--- src/rtl/arb_req_ctrl.sv ---
// Two-client request controller: each channel turns queued pushes into held
// requests toward the arbiter, counts BURST_LEN granted beats, then releases for one cycle.
module arb_req_chan #(
    parameter int BURST_LEN = 4,
    parameter int CNT_W     = 3
) (
    input  logic             clock,
    input  logic             reset,
    input  logic             push,
    input  logic             gnt,
    output logic             req,
    output logic             beat,
    output logic             done,
    output logic [CNT_W-1:0] pend,
    output logic             ovf
);
    localparam int BW = (BURST_LEN > 1) ? $clog2(BURST_LEN) : 1;
    localparam logic [BW-1:0]    BCNT_MAX = BW'(BURST_LEN - 1);
    localparam logic [CNT_W-1:0] PEND_MAX = '1;

    typedef enum logic [1:0] {IDLE, REQ, XFER, REL} state_t;

    state_t          state, state_nxt;
    logic [BW-1:0]   bcnt, bcnt_nxt;
    logic            last;

    always_comb begin
        state_nxt = state;
        bcnt_nxt  = bcnt;
        beat      = 1'b0;
        last      = 1'b0;
        case (state)
            IDLE: if (pend != '0) state_nxt = REQ;
            REQ, XFER: begin
                if (gnt) begin
                    beat = 1'b1;
                    // BURST_LEN=1 folds into this compare since BCNT_MAX is then 0
                    if (bcnt == BCNT_MAX) begin
                        last      = 1'b1;
                        state_nxt = REL;
                        bcnt_nxt  = '0;
                    end else begin
                        bcnt_nxt  = bcnt + BW'(1);
                        state_nxt = XFER;
                    end
                end else if (state == XFER) begin
                    state_nxt = REQ;
                end
            end
            REL:     state_nxt = (pend != '0) ? REQ : IDLE;
            default: state_nxt = IDLE;
        endcase
    end

    always_ff @(posedge clock) begin
        if (reset) begin
            state <= IDLE;
            bcnt  <= '0;
            req   <= 1'b0;
            done  <= 1'b0;
            pend  <= '0;
            ovf   <= 1'b0;
        end else begin
            state <= state_nxt;
            bcnt  <= bcnt_nxt;
            req   <= (state_nxt == REQ) || (state_nxt == XFER);
            done  <= last;
            // push and completion together cancel; a lone push at saturation is dropped
            case ({push, last})
                2'b10: begin
                    if (pend == PEND_MAX) ovf  <= 1'b1;
                    else                  pend <= pend + CNT_W'(1);
                end
                2'b01:   pend <= pend - CNT_W'(1);
                default: ;
            endcase
        end
    end
endmodule

module arb_req_ctrl #(
    parameter int BURST_LEN = 4,
    parameter int CNT_W     = 3
) (
    input  logic             clock,
    input  logic             reset,
    input  logic             push_0,
    input  logic             push_1,
    input  logic             gnt_0,
    input  logic             gnt_1,
    output logic             req_0,
    output logic             req_1,
    output logic             beat_0,
    output logic             beat_1,
    output logic             done_0,
    output logic             done_1,
    output logic [CNT_W-1:0] pend_0,
    output logic [CNT_W-1:0] pend_1,
    output logic             ovf_0,
    output logic             ovf_1
);
    localparam int NUM_CH = 2;

    logic [NUM_CH-1:0]            push_v, gnt_v, req_v, beat_v, done_v, ovf_v;
    logic [NUM_CH-1:0][CNT_W-1:0] pend_v;

    assign push_v = {push_1, push_0};
    assign gnt_v  = {gnt_1, gnt_0};

    genvar g;
    generate
        for (g = 0; g < NUM_CH; g++) begin : g_ch
            arb_req_chan #(.BURST_LEN(BURST_LEN), .CNT_W(CNT_W)) u_chan (
                .clock (clock),
                .reset (reset),
                .push  (push_v[g]),
                .gnt   (gnt_v[g]),
                .req   (req_v[g]),
                .beat  (beat_v[g]),
                .done  (done_v[g]),
                .pend  (pend_v[g]),
                .ovf   (ovf_v[g])
            );
        end
    endgenerate

    assign {req_1,  req_0}  = req_v;
    assign {beat_1, beat_0} = beat_v;
    assign {done_1, done_0} = done_v;
    assign {ovf_1,  ovf_0}  = ovf_v;
    assign pend_0 = pend_v[0];
    assign pend_1 = pend_v[1];
endmodule

--- config.mk ---
export PLATFORM = sky130hd
export DESIGN_NAME = arb_req_ctrl
export DESIGN_NICKNAME = d
export VERILOG_FILES = /design/src/rtl/arb_req_ctrl.sv
export SDC_FILE = /design/constraint.sdc
export NUM_CORES = 1
export LEC_CHECK = 0
export BUFFER_PORTS_ARGS = -buffer_cell sky130_fd_sc_hd__buf_2
export CAP_MARGIN = 10
export CORE_MARGIN = 2
export CORE_UTILIZATION = 45
export CTS_BUF_LIST = sky130_fd_sc_hd__clkbuf_16
export DETAILED_ROUTE_END_ITERATION = 7
export PLACE_DENSITY_LB_ADDON = 0.08
export SLEW_MARGIN = 20
export SYNTH_ARGS = -nofsm -noshare
export SYNTH_HDL_FRONTEND = slang
export SYNTH_SLANG_ARGS = --single-unit
--- constraint.sdc ---
create_clock -name clock -period 2.3 [get_ports clock]
set_input_delay 0 -clock clock [delete_from_list [all_inputs] [get_ports clock]]
set_output_delay 0 -clock clock [all_outputs]
set_load 0.005 [all_outputs]
==> results.tsv <==
metric	value	unit
ys_types	31	
routed_wl	2.07	mm
switching_share	25.0	%
avgRoutedWirePerCell	12.0	um
cts_buffer_depth	2	
finalMaxSlewViolations	0	
synthesis.nets	139	
drt_iter0_markers	17	
post-route-period-util	88.3	%
dieArea	2770	um^2
cts_tree	built	
powerDensity	704	nW/um^2
yosysWarningCount	0	
setup_tns	0	ns
grt_setup_unrepaired	false	
p_clk_share	39.0	%
pwr-share-comb	17.1	%
via_count	930	
die_h	52.7	um
cp_data_arrival_time	2.18	ns
clock_skew	0.000708	ns
dpl.hpwl	1.53	mm
fmax	0.492	GHz
clock-sinks	20	
status	complete, no violations	
nNetsFinal	163	
portBuffers	19	
die_width	52.7	um
grt_use_total	17.1	%
core-area	2230	um^2
ys_ff_latch	20	
hold_viol_final	0	
cpMaxStageDelayCell	fa_1	
routabilityCongestion	0.802	
cts_hold_buf	0	
ctsRootBufferMaster	clkbuf_16	
finalCriticalPeriod	2.03	ns
antenna_cells	0	
relSlewSlack	59.9	%
clock_latency	0.25	ns
p_leak	0.574	nW
post-cts-setup-buffers	0	
cp_max_fo	4	
row_count	17	
setup_viol	0	
htreeDepth	1	
rrSetupSlack	0.27	ns
syn_avg_cell_area	8.67	um^2
worstSetupStartpoint	g_ch[0].u_chan.state[0]	
reg2reg_from	g_ch[0].u_chan.state[0]	
start_util	47.7	%
cp_common_cell	inv_1	
routed_via_density	5.38	
dr.pass1.iters	4	
seq_area_frac_synth	37.6	%
yosysTopAreaCell	dfxtp_1	
io-pin-count	20	
grt_max_degree	21	
synth_top_area_share	37.6	%
areaGrowthSynthToFinish	20.2	%
crit_required	2.45	ns
syn_inst	123	
cts_buffers	3	
drc_errors	0	
antenna_found_initial	0	
grt_first_pass_wirelength	3.53	mm
critPathCaptureType	flip-flop	
cp-start-kind	flip-flop	
cap_viol_max_count	0	
path_cells	inv_1 > ha_1 > nand3_1 > nor2_1 > inv_1 > fa_1 > nor3b_1 > mux2i_1 > o311ai_0	
power_frac_seq	43.9	%
placedCellCount	170	
internal_power	0.677	mW
p_sw	0.226	mW
gr-total-overflow	0	
critPathKind	reg -> reg	
hp-start	gnt_0	
slowest_delay	0.42	ns
final_cells	173	
synth_area	1070	um^2
whs	0.103	ns
hp-class	in -> reg	
worstMarginPinSlew	0.594	ns
synthTopCellsByArea	dfxtp_1 (38%), ha_1 (9.4%), inv_1 (5.3%)	
drive_gt1_share	20.0	%
ant_nets	0	
grt_pass1_vias	830	
path_clk_slew	0.05	ns
nFillCells	215	
vdd_drop_max	0.409	mV
-- worst paths after layout --
check | end | cells past startpoint
setup reg to reg | g_ch[0].u_chan.pend[2] | 9
hold reg to reg | g_ch[1].u_chan.ovf | 2
hold / removal | g_ch[0].u_chan.done | 3
setup / recovery | g_ch[0].u_chan.pend[2] | 9
-- layout by cell type, fill, tap and decap left out, types with 3 or more instances in the layout --
master / instances
nor2_1: 11
o311ai_0: 3
a21oi_1: 5
o21ai_0: 3
buf_2: 19
dfxtp_1: 20
and2_1: 5
nor3_1: 8
inv_1: 15
clkbuf_16: 3
ha_1: 8
nand2_1: 11
nand3_1: 4
-- cells by family after synthesis --
group	Yosys count	share of synthesized area (%)
adders and majority gates	10	13.1
AOI/OAI and AO/OA	21	14.6
muxes	3	2.93
buffers and inverters	17	5.98
and+or+nand+nor	51	25.0
xor gates and xnor gates	1	0.822
DFF	20	37.6
-- registers in the layout (all words and copies together), names as in the netlist --
signal and count:
g_ch.u_chan.bcnt 4, g_ch.u_chan.done 2, g_ch.u_chan.ovf 2, g_ch.u_chan.pend 6, g_ch.u_chan.req 2, g_ch.u_chan.state 4
-- per-stage QoR --
stage	power, mW	worst slack [ns]	util [%]	area [um^2]
after CTS	0.912	0.203	57.3	1280
after global placement	0.554	0.311	53.9	1200
after floorplan	0.513	0.256	-	1070
final	0.902	0.268	57.4	1280
after detailed placement	0.559	0.257	53.9	1200
after global routing	0.955	0.0438	57.4	1280
-- worst max-delay path, delay by kind of cell, from the launching register on --
kind            cells  cell delay, ns
buf+inv             2            0.13
compound gates      1            0.08
mux                 1            0.09
flops               1            0.37
simple gates        3            0.51
fa+ha+maj           2            0.74
-- power by group through the flow --
stage          clock (mW)  sequential (mW)  combinational (mW)
4_1_cts             0.360            0.396               0.156
6_report            0.352            0.396               0.155
2_1_floorplan           0            0.401               0.112
3_5_place_dp            0            0.403               0.155
5_1_grt             0.377            0.400               0.178
3_3_place_gp            0            0.402               0.152
-- what timing repair did --
item / 4_1_cts / 5_1_grt
gates resized for setup: 0 / 1
hold endpoints to repair: 0 / 0
endpoints found under the setup margin: 0 / 1
-- cell type report --
cell class | instances | area [um^2] | area share (%)
multi-input combinational | 86 | 604 | 47.2
sequential | 20 | 400 | 31.2
inverter | 15 | 56.3 | 4.39
timing repair buffer | 21 | 110 | 8.59
tap | 28 | 35.0 | 2.73
clock buffer | 3 | 75.1 | 5.86
-- layer usage --
layer  global-route usage, %  vias to the layer above  part of all wire (%)
met5                       0                        -                     0
met4                    6.41                        0                   1.3
met3                    2.57                        4                   3.8
met2                    28.7                       16                    45
met1                    22.0                      438                    50
li1                        -                      472                     -
-- Yosys cell counts --
cell	instances
inv_1	15
and3_1	2
ha_1	8
nor3_1	8
o311ai_0	3
fa_1	2
o22ai_1	2
nand3_1	4
o32ai_1	1
buf_1	1
clkbuf_1	1
nand4b_1	2
a41oi_1	2
or3_1	1
xnor2_1	1
dfxtp_1	20
nand2_1	11
mux2_2	1
o311a_1	2
nor2b_1	1
a21oi_1	5
o21ai_0	3
and2_1	5
or3_4	1
nor2_1	12
nand2b_1	1
nor3b_1	2
a221oi_2	1
o21a_1	2
mux2i_1	2
nand2b_4	1
Power figures use the tool's default switching activity.
